## config.mk

```make
export PLATFORM = sky130hd
export DESIGN_NAME = ps2_kbmat
export DESIGN_NICKNAME = d
export VERILOG_FILES = /design/src/rtl/ps2_kbmat.sv
export SDC_FILE = /design/constraint.sdc
export NUM_CORES = 1
export LEC_CHECK = 0
export CAP_MARGIN = 20
export CORE_ASPECT_RATIO = 0.6
export CORE_MARGIN = 3
export CORE_UTILIZATION = 54
export DETAILED_ROUTE_END_ITERATION = 8
export PLACE_DENSITY = 0.8
export SETUP_SLACK_MARGIN = 0.02
export SYNTH_ARGS = -nofsm -noshare
export SYNTH_HDL_FRONTEND = slang
export SYNTH_SLANG_ARGS = --single-unit
```

## constraint.sdc

```tcl
create_clock -name mck -period 4.32 [get_ports mck]
set_clock_uncertainty 0.1 [all_clocks]
set_input_delay 1.08 -clock mck [delete_from_list [all_inputs] [get_ports mck]]
set_output_delay 1.08 -clock mck [all_outputs]
set_load 0.01 [all_outputs]
```

## src/rtl/ps2_kbmat.sv

```systemverilog
// PS/2 keyboard receiver and scancode decoder for the Z88 gate array.
// Keeps the 64-bit key matrix image (bit row*8+col = 1 while held).
module ps2_kbmat #(
    parameter int unsigned SYNC_STAGES = 2,
    parameter int unsigned TIMEOUT     = 2000
) (
    input  logic        mck,
    input  logic        rin,
    input  logic        ps2_clk,
    input  logic        ps2_dat,
    output logic [63:0] kbmat,
    output logic        scan_vld,
    output logic [7:0]  scan_code,
    output logic        frame_err
);

    localparam int unsigned TW = $clog2(TIMEOUT + 1);

    typedef enum logic [1:0] {IDLE, DATA, PARITY, STOP} state_t;

    logic [SYNC_STAGES-1:0] clk_sync;
    logic [SYNC_STAGES-1:0] dat_sync;
    logic [SYNC_STAGES:0]   fill_q;
    logic                   clk_last;
    logic                   fall_q;
    logic                   dat_q;

    state_t      state_q, state_d;
    logic [2:0]  bit_q, bit_d;
    logic [7:0]  shift_q, shift_d;
    logic        par_ok_q, par_ok_d;
    logic [TW-1:0] tmo_q, tmo_d;
    logic        ext_q, ext_d;
    logic        brk_q, brk_d;
    logic [63:0] kbmat_d;
    logic [7:0]  scan_code_d;
    logic        good_c, err_c;
    logic [6:0]  lookup_c;

    // {hit, matrix bit} for {ext, scancode}
    function automatic logic [6:0] key_lookup(input logic ext, input logic [7:0] code);
        case ({ext, code})
            9'h05A: return {1'b1, 6'd6};   // ENTER
            9'h066: return {1'b1, 6'd7};   // BACKSPACE -> DEL
            9'h01A: return {1'b1, 6'd42};  // Z
            9'h01C: return {1'b1, 6'd44};  // A
            9'h016: return {1'b1, 6'd45};  // 1
            9'h029: return {1'b1, 6'd46};  // SPACE
            9'h00D: return {1'b1, 6'd53};  // TAB
            9'h012: return {1'b1, 6'd54};  // LSHIFT
            9'h174: return {1'b1, 6'd56};  // RIGHT
            9'h16B: return {1'b1, 6'd57};  // LEFT
            9'h172: return {1'b1, 6'd58};  // DOWN
            9'h175: return {1'b1, 6'd59};  // UP
            9'h076: return {1'b1, 6'd61};  // ESC
            9'h059: return {1'b1, 6'd63};  // RSHIFT
            default: return 7'd0;
        endcase
    endfunction

    // Synchronisers and falling-edge detect; fill_q blocks a false edge from
    // the reset value of the chain when the line is already low.
    always_ff @(posedge mck or posedge rin) begin
        if (rin) begin
            clk_sync <= '1;
            dat_sync <= '1;
            fill_q   <= '0;
            clk_last <= 1'b1;
            fall_q   <= 1'b0;
            dat_q    <= 1'b1;
        end else begin
            clk_sync <= {clk_sync[SYNC_STAGES-2:0], ps2_clk};
            dat_sync <= {dat_sync[SYNC_STAGES-2:0], ps2_dat};
            fill_q   <= {fill_q[SYNC_STAGES-1:0], 1'b1};
            clk_last <= clk_sync[SYNC_STAGES-1];
            fall_q   <= fill_q[SYNC_STAGES] & clk_last & ~clk_sync[SYNC_STAGES-1];
            dat_q    <= dat_sync[SYNC_STAGES-1];
        end
    end

    always_ff @(posedge mck or posedge rin) begin
        if (rin) begin
            state_q   <= IDLE;
            bit_q     <= 3'd0;
            shift_q   <= 8'd0;
            par_ok_q  <= 1'b0;
            tmo_q     <= '0;
            ext_q     <= 1'b0;
            brk_q     <= 1'b0;
            kbmat     <= 64'd0;
            scan_code <= 8'd0;
            scan_vld  <= 1'b0;
            frame_err <= 1'b0;
        end else begin
            state_q   <= state_d;
            bit_q     <= bit_d;
            shift_q   <= shift_d;
            par_ok_q  <= par_ok_d;
            tmo_q     <= tmo_d;
            ext_q     <= ext_d;
            brk_q     <= brk_d;
            kbmat     <= kbmat_d;
            scan_code <= scan_code_d;
            scan_vld  <= good_c;
            frame_err <= err_c;
        end
    end

    assign lookup_c = key_lookup(ext_q, shift_q);

    // Receive FSM, timeout and scancode decode
    always_comb begin
        state_d     = state_q;
        bit_d       = bit_q;
        shift_d     = shift_q;
        par_ok_d    = par_ok_q;
        ext_d       = ext_q;
        brk_d       = brk_q;
        kbmat_d     = kbmat;
        scan_code_d = scan_code;
        good_c      = 1'b0;
        err_c       = 1'b0;

        // Counter includes the edge cycle so the abort lands TIMEOUT cycles after it
        if (fall_q)
            tmo_d = TW'(1);
        else if (state_q == IDLE)
            tmo_d = '0;
        else if (tmo_q == TW'(TIMEOUT))
            tmo_d = tmo_q;
        else
            tmo_d = tmo_q + TW'(1);

        case (state_q)
            IDLE: if (fall_q) begin
                if (!dat_q) begin
                    state_d = DATA;
                    bit_d   = 3'd0;
                end else begin
                    err_c = 1'b1;
                end
            end
            DATA: if (fall_q) begin
                shift_d = {dat_q, shift_q[7:1]};
                bit_d   = bit_q + 3'd1;
                if (bit_q == 3'd7)
                    state_d = PARITY;
            end
            PARITY: if (fall_q) begin
                par_ok_d = ^{shift_q, dat_q};
                state_d  = STOP;
            end
            STOP: if (fall_q) begin
                if (dat_q && par_ok_q)
                    good_c = 1'b1;
                else
                    err_c = 1'b1;
                state_d = IDLE;
            end
            default: state_d = IDLE;
        endcase

        if (state_q != IDLE && !fall_q && tmo_d == TW'(TIMEOUT)) begin
            err_c   = 1'b1;
            state_d = IDLE;
        end

        if (err_c) begin
            ext_d = 1'b0;
            brk_d = 1'b0;
        end

        if (good_c) begin
            scan_code_d = shift_q;
            case (shift_q)
                8'hE0: ext_d = 1'b1;
                8'hF0: brk_d = 1'b1;
                8'hAA: begin
                    kbmat_d = 64'd0;
                    ext_d   = 1'b0;
                    brk_d   = 1'b0;
                end
                8'hE1, 8'h00, 8'hFF: ;
                default: begin
                    if (lookup_c[6])
                        kbmat_d[lookup_c[5:0]] = ~brk_q;
                    ext_d = 1'b0;
                    brk_d = 1'b0;
                end
            endcase
        end
    end

endmodule

```

==> metrics.txt <==
ratio of cells with drive above 1 in the final layout=0.0932; Worst slew margin=0.546; largest cells by area after synthesis=dfrtp_1, and2_1, dfstp_2; WHS=257 ps; layer with the highest usage=met1; worst-margin pin slew=681 ps; PnR worst setup slack=between 1000 and 1500 ps; post-synth cell types=67; crit path max fanout=between 40 and 50; xor-xnor portion of the synthesized cell area=0.0277; Final Cycle Share=0.737; Antenna Diode Count=0; status=finished, final reports clean; Sink Count=111; GRT Total Usage=0.212; Synth Area in Adders=0.0200; layout net count=522; crit-path cells=nor4_1 -> nand4_1 -> nand3b_1 -> or2_1 -> buf_4 -> o311ai_1 -> o41ai_1; total grt overflow=0; Setup crit end=kbmat[59]; Synth Area in Compound Gates=0.0763; die width=130 um; DR vias/cell=5.55; Clock transition at path regs=80 ps; final hold violation count=0; EDFF count, synth=0; Post-Place Worst Slack=around 1200 ps; Antenna Nets Post-Route=0; Critical Path Stages=7; Area Growth Syn to Fin=21.5%; net count after synthesis=about 460; I/O Pins=78; total CTS buffers=9; Max-Cap Viols=0; combinational family with the most area after synthesis=simple AND/OR/NAND/NOR gates; post-synth top area share=0.524; DRT iter0 DRCs=256; htree depth=3; post-synthesis simple-gate area fraction=0.240; hold_buf cts=0; clk buf depth=2; Pleak=between 2 and 3 nW; r2r endpoint=kbmat[59]; Initial Util=0.571; Post-Syn Instances=446; endpoint class of the critical path=flip-flop; CTS root buffer=clkbuf_16; final setup TNS=0 ps; RSZ-0062 raised after global routing=no; mux share of post-synthesis cell area=0.0422; pin count of the biggest net entering global routing=84; worst min path class=flip-flop to flip-flop; ys async rst share=1.00; Crit path largest cell delay=630 ps; WP data arrival=3320 ps; fillers=638; Cell Area, Synth=about 0.005 mm2; Max Freq=~310 MHz; worst reg2reg startpoint=shift_q[1]; routability cong.=0.906; synthesized flop and latch total=111; final worst path period need=approximately 3200 ps; vias in the first global route=roughly 3400; crit path kind=flip-flop to flip-flop; Yosys Warn Count=0; Bufs and invs on worst path=1; DIE HEIGHT=80.7 um; slowest CP cell=dfrtp_1; antenna violations before repair=0; M2 GR Usage=0.298; post-synth top area cell=dfrtp_1; Max Slew Vio Count=0; CP Launch Type=flip-flop; crit-path leading delay family=simple AND/OR/NAND/NOR gates; Avg WL per Cell=16.6 um; total number of vias=around 3500; Commonest cells post-synth=dfrtp_1, and2_1, nand2_1; Setup Viol. Count Final=0; Mapped Avg Cell Area=around 11 um2; power per cell area=between 400 and 500 mW/mm2; # rows=26; Worst R2R Setup Slack=1140 ps; Worst EP required=4460 ps; First-pass DRT Iterations=5; cell with the most instances after synthesis=dfrtp_1; Post-CTS Resized=0; maximum VDD drop=252 uV; R2R cell count=7; Post-CTS Setup Bufs=0; CTS tree=yes; I/O Buffers=77; Worst-Skew Late Latency=350 ps; number of remaining DRC errors=0; met3 Usage GRT=0.0738; met1 track demand over resource=0.319; Most used DFF post-synth=dfrtp_1; core area=0.00878 mm2; Die Area=0.0105 mm2; DRT Wirelength=10.4 mm; post-DP HPWL=7.17 mm; Seq/Total Area, Yosys=0.555; CP startpoint=shift_q[1]; global-route wire length before repair=17.5 mm
sequential cells by signal (all words and copies together), names as in the netlist, 2 cells and up:
name       flops
scan_code      8
state_q        2
tmo_q         11
fill_q         3
shift_q        8
kbmat         64
bit_q          3
clk_sync       2
dat_sync       2
layout by cell type, fill, tap and decap left out, types with 2 or more instances in the layout:
cell,count
inv_8,2
mux2i_1,11
dfrtp_1,105
xnor2_1,5
o211ai_1,4
clkbuf_16,9
nand3b_1,4
a22o_1,2
ha_1,8
nor3_1,5
inv_6,2
and4_1,4
a22oi_1,3
clkinv_4,2
and3b_1,3
nand2_1,41
a211oi_1,6
a21oi_1,8
and4bb_4,2
mux2_2,9
nor2_1,19
o2111ai_1,2
and3_1,2
clkdlybuf4s50_1,77
nor2b_1,8
nor4_1,2
nand2b_1,7
nor4bb_1,3
o31ai_1,2
and2_1,55
nand3_1,18
o21ai_1,3
dfstp_2,6
nor3b_1,4
o21bai_1,2
xor2_1,9
inv_1,9
o21ai_0,7
nand4_1,13
worst reg2reg max path, stage by stage, from the launching register on:
cell and delay, ps:
dfrtp_1 630, nor4_1 600, nand4_1 200, nand3b_1 370
or2_1 480, buf_4 430, o311ai_1 180, o41ai_1 80
power by group:
part / leakage (nW) / internal, mW / switching (mW)
sequential: 1.51 / 1.11 / 0.155
clock: 0.141 / 0.406 / 0.390
combinational: 1.13 / 0.210 / 0.248
through the flow:
| stage | power (mW) | util | std cells | area [um2] |
|---|---|---|---|---|
| after floorplan | 1.63 | - | 446 | 5020 |
| after global placement | 1.71 | 0.661 | 611 | 5810 |
| after detailed placement | 1.73 | 0.661 | 611 | 5810 |
| after CTS | 2.54 | 0.694 | 627 | 6100 |
| after global routing | 2.66 | 0.694 | 627 | 6100 |
| final | 2.52 | 0.694 | 627 | 6100 |
worst min-delay path by stage:
stage,start,to,slack [ps],depth (start not counted)
3_3_place_gp,fill_q[0],fill_q[1],230,0
6_report,fill_q[1],fill_q[2],260,0
5_1_grt,clk_sync[0],clk_sync[1],260,0
4_1_cts,fill_q[1],fill_q[2],260,0
3_5_place_dp,fill_q[1],fill_q[2],240,0
2_1_floorplan,fill_q[0],fill_q[1],230,0
cell families after synthesis:
family                   count (synthesis)
adder cells (fa/ha/maj)                  8
other                                    1
multiplexers                            20
XOR/XNOR                                15
AND/OR/NAND/NOR                        203
AO/OA/AOI/OAI                           51
buffers and inverters                   37
flip-flops                             111
layout make-up:
| cell class | count | area, um2 | area share |
|---|---|---|---|
| tap | 112 | 140 | 0.0230 |
| clock buffer | 10 | 229 | 0.0376 |
| sequential | 111 | 2790 | 0.457 |
| clock inverter | 6 | 57.6 | 0.00944 |
| multi-input combinational | 298 | 2040 | 0.335 |
| inverter | 11 | 43.8 | 0.00718 |
| timing repair buffer | 79 | 798 | 0.131 |
per-layer routing:
metal  share of wire  routed length (um)  vias to the layer above
met2            0.43                4510                      111
met4          0.0091                  95                        0
met3           0.071                 743                       11
met1            0.49                5080                     1697
met5               0                   0                        -
li1                -                   -                     1662
Power figures use the tool's default switching activity.
